`src/rtl/coffee_pkg.sv`:
```
// coffee_pkg: shared states, display characters, segment encoding and drink/sensor tables
package coffee_pkg;

    typedef enum logic [2:0] {IDLE, SELECTED, CHECK, BREW, DONE, ERROR} state_t;

    typedef enum logic [4:0] {
        CH_0, CH_1, CH_2, CH_3, CH_4, CH_5, CH_6, CH_7, CH_8, CH_9,
        CH_C, CH_E, CH_L, CH_P, CH_R, CH_S, CH_N, CH_D, CH_I, CH_DASH, CH_BLANK
    } char_t;

    typedef logic [3:0][4:0] code_t;

    localparam char_t DRINK_LETTER [8] = '{CH_E, CH_L, CH_C, CH_P, CH_S, CH_N, CH_D, CH_R};
    localparam logic [7:0] PRICE [8] = '{8'h01, 8'h02, 8'h05, 8'h10, 8'h12, 8'h15, 8'h20, 8'h25};
    localparam char_t SENSOR_LETTER [9] = '{CH_R, CH_P, CH_N, CH_3, CH_4, CH_5, CH_6, CH_7, CH_8};

    function automatic logic [6:0] seg7(input char_t c);
        case (c)
            CH_0:    return 7'h7E;
            CH_1:    return 7'h30;
            CH_2:    return 7'h6D;
            CH_3:    return 7'h79;
            CH_4:    return 7'h33;
            CH_5:    return 7'h5B;
            CH_6:    return 7'h5F;
            CH_7:    return 7'h70;
            CH_8:    return 7'h7F;
            CH_9:    return 7'h7B;
            CH_C:    return 7'h4E;
            CH_E:    return 7'h4F;
            CH_L:    return 7'h0E;
            CH_P:    return 7'h67;
            CH_R:    return 7'h05;
            CH_S:    return 7'h5B;
            CH_N:    return 7'h15;
            CH_D:    return 7'h3D;
            CH_I:    return 7'h30;
            CH_DASH: return 7'h01;
            default: return 7'h00;
        endcase
    endfunction

endpackage

```
`src/rtl/coffee_seg_scan.sv`:
```
// coffee_seg_scan: multiplexes a 4-character code onto registered seg/an/h outputs
module coffee_seg_scan
    import coffee_pkg::*;
#(
    parameter int SCAN_DIV = 4
) (
    input  logic       CLK,
    input  logic       RST,
    input  code_t      code,
    input  logic       dp,
    output logic [6:0] seg,
    output logic       h,
    output logic [3:0] an
);
    localparam int DW = SCAN_DIV > 1 ? $clog2(SCAN_DIV) : 1;

    logic [DW-1:0] div;
    logic [1:0] dig;
    logic wrap;

    assign wrap = div == DW'(SCAN_DIV - 1);

    always_ff @(posedge CLK)
        if (RST) begin
            div <= '0;
            dig <= '0;
            an  <= 4'b0001;
            seg <= seg7(CH_DASH);
            h   <= 1'b0;
        end else begin
            div <= wrap ? '0 : div + 1'b1;
            dig <= wrap ? dig + 1'b1 : dig;
            an  <= 4'b0001 << dig;
            seg <= seg7(char_t'(code[dig]));
            h   <= dp && dig == 2'd0;
        end

endmodule

```
`src/rtl/coffee_ctrl_display.sv`:
```
// coffee_ctrl_display: drink selection/check/brew controller driving a 4-digit scanned display
module coffee_ctrl_display
    import coffee_pkg::*;
#(
    parameter int N_DRINKS    = 4,
    parameter int N_SENSORS   = 3,
    parameter int SCAN_DIV    = 4,
    parameter int BREW_CYCLES = 8,
    parameter int ERR_HOLD    = 16
) (
    input  logic                 CLK,
    input  logic                 RST,
    input  logic [N_DRINKS-1:0]  S,
    input  logic [N_SENSORS-1:0] SENS,
    input  logic                 VL,
    input  logic                 M,
    output logic [6:0]           seg,
    output logic                 h,
    output logic [3:0]           an,
    output logic                 busy,
    output logic                 done
);
    localparam int TMAX = BREW_CYCLES > ERR_HOLD ? BREW_CYCLES : ERR_HOLD;
    localparam int TW = $clog2(TMAX + 1);

    state_t state, nxt;
    logic [2:0] sel_idx, sel_nxt, s_idx;
    logic [3:0] err_k, err_k_nxt, f_idx;
    logic err_pay, err_pay_nxt, s_one;
    logic [TW-1:0] tmr, tmr_nxt;
    code_t code;

    always_ff @(posedge CLK)
        if (RST) begin
            state   <= IDLE;
            sel_idx <= '0;
            err_k   <= '0;
            err_pay <= 1'b0;
            tmr     <= '0;
        end else begin
            state   <= nxt;
            sel_idx <= sel_nxt;
            err_k   <= err_k_nxt;
            err_pay <= err_pay_nxt;
            tmr     <= tmr_nxt;
        end

    always_comb begin
        s_one = S != '0 && (S & (S - N_DRINKS'(1))) == '0;
        s_idx = '0;
        for (int i = N_DRINKS - 1; i >= 0; i--) if (S[i]) s_idx = 3'(i);
        f_idx = '0;
        for (int i = N_SENSORS - 1; i >= 0; i--) if (!SENS[i]) f_idx = 4'(i);
        nxt         = state;
        sel_nxt     = sel_idx;
        err_k_nxt   = err_k;
        err_pay_nxt = err_pay;
        tmr_nxt     = '0;
        case (state)
            IDLE: if (s_one) begin
                nxt     = SELECTED;
                sel_nxt = s_idx;
            end
            SELECTED: if (M) nxt = CHECK;
                      else if (s_one) sel_nxt = s_idx;
            CHECK: if (!(&SENS)) begin
                nxt         = ERROR;
                err_k_nxt   = f_idx;
                err_pay_nxt = 1'b0;
            end else if (!VL) begin
                nxt         = ERROR;
                err_pay_nxt = 1'b1;
            end else nxt = BREW;
            BREW: if (tmr == TW'(BREW_CYCLES - 1)) nxt = DONE;
                  else tmr_nxt = tmr + 1'b1;
            DONE: nxt = IDLE;
            ERROR: if (tmr == TW'(ERR_HOLD - 1)) nxt = IDLE;
                   else tmr_nxt = tmr + 1'b1;
            default: nxt = IDLE;
        endcase
        code = state == IDLE  ? {4{CH_DASH}} :
               state == ERROR ? {CH_E, CH_R, err_pay ? CH_D : CH_S, err_pay ? CH_I : SENSOR_LETTER[err_k]} :
                                {CH_C, DRINK_LETTER[sel_idx], char_t'({1'b0, PRICE[sel_idx][7:4]}),
                                 char_t'({1'b0, PRICE[sel_idx][3:0]})};
    end

    assign busy = state == CHECK || state == BREW;
    assign done = state == DONE;

    coffee_seg_scan #(.SCAN_DIV(SCAN_DIV)) u_scan (
        .CLK (CLK),
        .RST (RST),
        .code(code),
        .dp  (state == BREW),
        .seg (seg),
        .h   (h),
        .an  (an)
    );

endmodule

```
`config.mk`:
```
export PLATFORM = sky130hd
export DESIGN_NAME = coffee_ctrl_display
export DESIGN_NICKNAME = d
export VERILOG_FILES = /design/src/rtl/coffee_pkg.sv /design/src/rtl/coffee_seg_scan.sv /design/src/rtl/coffee_ctrl_display.sv
export SDC_FILE = /design/constraint.sdc
export NUM_CORES = 1
export LEC_CHECK = 0
export CAP_MARGIN = 20
export CORE_AREA = 8 8 90 108
export CTS_BUF_LIST = sky130_fd_sc_hd__clkbuf_8
export CTS_CLUSTER_DIAMETER = 60
export DETAILED_ROUTE_END_ITERATION = 16
export DIE_AREA = 0 0 98 116
export PLACE_DENSITY = 0.53
export SLEW_MARGIN = 20
export SYNTH_ARGS = -nofsm -noshare
export SYNTH_HDL_FRONTEND = slang
export SYNTH_SLANG_ARGS = --single-unit
```
`constraint.sdc`:
```
create_clock -name CLK -period 3 [get_ports CLK]
set_clock_uncertainty 0.1 [all_clocks]
set_input_delay 0.45 -clock CLK [delete_from_list [all_inputs] [get_ports CLK]]
set_output_delay 0.45 -clock CLK [all_outputs]
set_load 0.02 [all_outputs]
```
==> flow_summary.toml, run 1 <==
[timing]
rsz0062_at_grt = "false"
slew_violations = 0
max_freq_mhz = 364
hold_viol = 0
final-setup-viol-count = 0
period_share_pct = 91.7
fin_crit_ps = 2750
slew_headroom_pct = 67.1
fin_tns_setup_ps = 0
tightest_slew_ps = 489

[pwr]
power.leakage_uw = 0.000943
peakVddDrop_mv = 0.248
power_density_mw_per_mm2 = 727

[yosys]
synth_top_cell_area_share_pct = 30.1
syn_area_mm2 = 0.00193
yosysWarnings = 0
syn_inst = 219
ys_ff_latch = 29
synth_top_area_cell = "dfxtp_1"
synth_area_per_cell_um2 = 8.80
synth_fp_nets = 247
synth_edf_count = 0
synthTopCellsByArea = "dfxtp_1 (30%), ha_1 (11%), nor2_1 (5.1%)"
synthFlopType = "dfxtp_1"
synth-async-reset-ratio_pct = 0
synth_cell_types = 54
yosysSeqAreaShare_pct = 30.1

[clock_network]
numCtsBuffers = 5
cts_hold_buf = 0
clk_path_buf_depth = 2
worstSkewPairLatency_ps = 280
cts.reportedPaths.clkPinSlew_ps = 70
tritoncts = "yes"
root_buffer = "clkbuf_8"
cts.htree.levels = 2
cts_sinks = 29

[detailed_routing]
drtAntennaViolNets = 0
drt_pass1_iterations = 4
vias = 1668
drt-total-wl_mm = 4.75
drt_first_iter_violations = 76
wl_per_cell_um = 13.8
vias_per_cell = 4.83
drc_errors = 0

[setup_path]
slowest_stage = "dfxtp_1"
end_kind = "register"
r2r-end = "u_scan.seg[2]"
r2r_start = "state[2]"
cp.arrival_ps = 2850
slowest_delay_ps = 560
regToRegSetupSlack_ps = 250
criticalPathCategory = "reg -> reg"
crit_path_frequent_cell = "a21oi_1"
path_depth = 11
cp.required_ps = 3100
ff2ff_path_depth = 11
start_kind = "register"
path_cells = "nand3b_2 -> a221o_1 -> a32oi_4 -> inv_4 -> ha_1 -> inv_1 -> a21oi_1 -> o21ai_0 -> a21oi_1 -> a2111o_1 -> o211ai_1"
crit_family = "compound AO/OA/AOI/OAI gates"
cp-startpoint = "state[2]"
critPathBufInv = 2
endpoint = "u_scan.seg[2]"
crit_fanout = 10

[final_layout]
layout_commonest_cell = "dfxtp_1"
final_cells = 345
antenna_cells = 0
most-common-layout-cells = "dfxtp_1 (28), nor2_1 (26), clkdlybuf4s50_1 (24)"
drive_gt1_share_pct = 14.8
seq_area_um2 = 582
area_growth_pct = 23.0
multi_input_area_mm2 = 0.00121
fillers = 831
fin_nets = 277

[floorplanning]
io_pins = 25
rows = 36
initial_core_util_pct = 24.2
die_h_um = 116
die_area_mm2 = 0.0114
die_w_um = 98
design.core.area_mm2 = 0.00797

[global_routing]
antenna_found_initial = 0
grt_pass1_vias = 1702
grt_overflow_total = 0
grt_max_degree = 23
grt_pass1_wl_mm = 8.22
grt_use_total_pct = 8.86

[placement]
io_buffers = 24
post-dp-hpwl_mm = 3.75
place_inst = 337
gp_routability_congestion = 0.815

[run_status]
outcome = "completed"

[hold_path]
hold_path_class = "reg -> reg"

[run]
maxCapViolCount = 0
what timing repair did:
item	in CTS	in global routing
hold endpoints to repair	0	0
endpoints found under the setup margin	0	1
buffers inserted	0	0
gates resized for setup	0	1
worst min path at each step:
stage	start	to	slack (ps)	cells past startpoint
floorplan	u_scan.div[0]	u_scan.div[0]	300	1
global placement	u_scan.div[0]	u_scan.div[0]	310	1
detailed placement	u_scan.div[0]	u_scan.div[0]	320	1
CTS	u_scan.div[0]	u_scan.div[0]	330	1
global route	u_scan.div[0]	u_scan.div[0]	350	1
finish	u_scan.div[0]	u_scan.div[0]	320	1
cell usage after synthesis (2+ instances only):
cell	n
nand2b_1	3
or3_1	3
a21o_2	2
nor2_1	26
xnor2_1	3
a211oi_1	4
dfxtp_1	29
a221o_1	2
o211ai_1	3
inv_1	14
o21ai_0	3
ha_1	17
clkbuf_1	2
buf_6	5
nand2_1	17
mux2i_1	8
a21oi_1	17
a2111o_1	3
nand3_1	3
or2_2	3
nor3b_1	3
nor3_1	13
a22oi_1	3
a21o_1	2
nand3b_1	2
sequential cells by signal, indices dropped and copies added, names as in the netlist, 2 cells and up:
name and count:
sel_idx 2, tmr 5, u_scan.seg 7, err_k 2
u_scan.div 2, u_scan.dig 2, state 3, u_scan.an 4
final cells by class:
| class | count | share of cell area [%] |
|---|---|---|
| Clock inverter | 1 | 0.211 |
| Timing Repair Buffer | 31 | 12.4 |
| Multi-Input combinational cell | 166 | 51.2 |
| Clock buffer | 7 | 4.07 |
| Tap cell | 95 | 5.02 |
| Inverter | 16 | 2.64 |
| Sequential cell | 29 | 24.6 |
per-stage QoR:
step                      instance area (um2)  hold slack (ps)  util (%)  total power, uW  setup WS (ps)
after CTS                                2370              328      29.7             1750            227
after global routing                     2370              347      29.7             1870           56.4
after floorplan                          1930              298         -             1150            413
after global placement                   2270              309      28.4             1370            302
final                                    2370              323      29.7             1720            250
after detailed placement                 2270              318      28.4             1380            256
logic make-up after synthesis:
logic type / count (synthesis) / synth area share (%)
flops: 29 / 30.1
buf+inv: 24 / 6.95
fa+ha+maj: 17 / 11.0
compound gates: 56 / 24.6
xor+xnor: 4 / 1.82
simple gates: 80 / 20.7
mux: 9 / 4.74
power by group:
part | leakage [uW] | internal [uW] | total, uW | switching [uW]
Clock | 0.0000542 | 207 | 357 | 150
Sequential | 0.000237 | 452 | 519 | 66.8
Combinational | 0.000652 | 363 | 849 | 486
Total | 0.000943 | 1020 | 1720 | 702
per-layer routing:
metal  up-vias  track usage, %  share of wire, %
met5         -               0                 0
met4         0            3.33               1.8
met3         8            2.16               2.9
met2        19            16.6                53
met1       800            9.37                43
li1        841               -                 -
Power figures use the tool's default switching activity.
==> run 2, diff against run 1 <==
--- a/config.mk
+++ b/config.mk
@@ -6,12 +6,12 @@
 export NUM_CORES = 1
 export LEC_CHECK = 0
 export CAP_MARGIN = 20
-export CORE_AREA = 8 8 90 108
+export CORE_AREA = 8 8 64 76
 export CTS_BUF_LIST = sky130_fd_sc_hd__clkbuf_8
 export CTS_CLUSTER_DIAMETER = 60
 export DETAILED_ROUTE_END_ITERATION = 16
-export DIE_AREA = 0 0 98 116
-export PLACE_DENSITY = 0.53
+export DIE_AREA = 0 0 72 84
+export PLACE_DENSITY = 0.89
 export SLEW_MARGIN = 20
 export SYNTH_ARGS = -nofsm -noshare
 export SYNTH_HDL_FRONTEND = slang
==> run 2 against run 1 <==
Net effect:
- critical path type unchanged
- clock power is 11% lower
- cell area is 3.0% lower
- worst setup slack worse by 110 ps
==> flow_summary.toml, run 2 (synthesis results as in run 1) <==
[setup_path]
slowest_delay_ps = 450
crit_path_frequent_cell = "a21oi_1"
path_cells = "nand3b_2 -> a221o_1 -> a32oi_4 -> inv_4 -> ha_1 -> inv_1 -> a21oi_1 -> o21ai_0 -> a21oi_1 -> a2111o_1 -> o211ai_1"
crit_fanout = 13
start_kind = "register"
cp.arrival_ps = 2970
slowest_stage = "a221o_1"
regToRegSetupSlack_ps = 140
r2r_start = "state[1]"
cp.required_ps = 3110
end_kind = "register"
ff2ff_path_depth = 11
r2r-end = "u_scan.seg[2]"
criticalPathCategory = "reg -> reg"

[placement]
io_buffers = 24
post-dp-hpwl_mm = 3.34
gp_routability_congestion = 0.967
place_ws_ps = 182

[final_layout]
most-common-layout-cells = "dfxtp_1 (29), nor2_1 (26), clkdlybuf4s50_1 (24)"
drive_gt1_share_pct = 13.7
largest-register = "u_scan.seg"
top_regs = "u_scan.seg (7), tmr (5), u_scan.an (4)"
final_util_pct = 63.3
antenna_cells = 0
layout_commonest_cell = "dfxtp_1"
largest_reg_flops = 7
area_growth_pct = 19.4
fin_nets = 277

[pwr]
peakVddDrop_mv = 0.463
power.leakage_uw = 0.000938
power_density_mw_per_mm2 = 732

[floorplanning]
initial_core_util_pct = 53.0
die_h_um = 84
io_pins = 25
rows = 24
design.core.area_mm2 = 0.00363
die_w_um = 72
die_area_mm2 = 0.00605

[detailed_routing]
vias = 1685
wl_per_cell_um = 14.6
vias_per_cell = 5.60
drtAntennaViolNets = 0
drc_errors = 0
drt_first_iter_violations = 76
drt_pass1_iterations = 4
drt-total-wl_mm = 4.40

[hold_path]
hold_path_end = "u_scan.div[0]"
holdPathStages = 1
min_from = "u_scan.div[0]"
hold_path_class = "reg -> reg"

[timing]
rsz0062_at_grt = "false"
tightest_slew_ps = 489
hold_viol = 0
final-setup-viol-count = 0
slew_headroom_pct = 67.2
fin_crit_ps = 2860
max_freq_mhz = 350
fin_tns_setup_ps = 0
post-route-worst-setup-slack_ps = 140
slew_violations = 0
period_share_pct = 95.3

[run]
maxCapViolCount = 0

[clock_network]
tritoncts = "yes"
cts_resized = 0
clk_path_buf_depth = 2
cts.reportedPaths.clkPinSlew_ps = 60
cts.htree.levels = 2
cts_hold_buf = 0
numCtsBuffers = 5
cts_sinks = 29
post_cts_buffers = 0
worstSkewPairLatency_ps = 280
root_buffer = "clkbuf_8"

[global_routing]
antenna_found_initial = 0
grt_pass1_vias = 1734
grt_max_degree = 22
grt_overflow_total = 0
grt_pass1_wl_mm = 7.59
grt_use_total_pct = 15.3

[run_status]
outcome = "completed"
[run 2: how the worst max path moves through the flow]
| stage | cells past startpoint | start | to | slack (ps) |
|---|---|---|---|---|
| after floorplan | 12 | sel_idx[0] | u_scan.seg[2] | 410 |
| after global placement | 11 | state[1] | u_scan.seg[2] | 310 |
| after detailed placement | 11 | state[1] | u_scan.seg[2] | 180 |
| after CTS | 11 | state[1] | u_scan.seg[2] | 150 |
| after global routing | 11 | state[1] | u_scan.seg[2] | 10 |
| final | 11 | state[1] | u_scan.seg[2] | 140 |
[run 2: critical path: cells and delay by family (launching register included)]
family | cells | cell delay, ps
buffers and inverters | 2 | 190
adders and majority gates | 1 | 240
AOI/OAI and AO/OA | 7 | 1460
and+or+nand+nor | 1 | 380
DFF | 1 | 410
[run 2: metal layers]
layer / global-route usage (%) / part of all wire (%) / wire (um)
met5: 0 / 0 / 0
met4: 7.08 / 1.6 / 72
met3: 4.45 / 4.0 / 176
met2: 28.3 / 53 / 2330
met1: 15.0 / 41 / 1830
[run 2: power by group]
part	switching [uW]	internal, uW	total [uW]
clock	140	178	318
combinational	491	365	856
sequential	57.5	451	508
[run 2: layout make-up]
type	count	area, um2
Sequential cell	29	581
Clock inverter	1	3.75
Tap cell	52	65.1
Clock buffer	6	82.6
Inverter	16	62.6
Multi-Input combinational cell	166	1210
Timing Repair Buffer	31	293
Fill cell	317	1330
[run 2: stage by stage]
step / hold WS (ps) / instances / cell area, um2 / total power [uW]
after global placement: 309 / 294 / 2210 / 1330
after detailed placement: 329 / 294 / 2210 / 1360
final: 331 / 301 / 2300 / 1680
after global routing: 371 / 301 / 2300 / 1790
after floorplan: 298 / 219 / 1930 / 1150
after CTS: 339 / 301 / 2300 / 1690
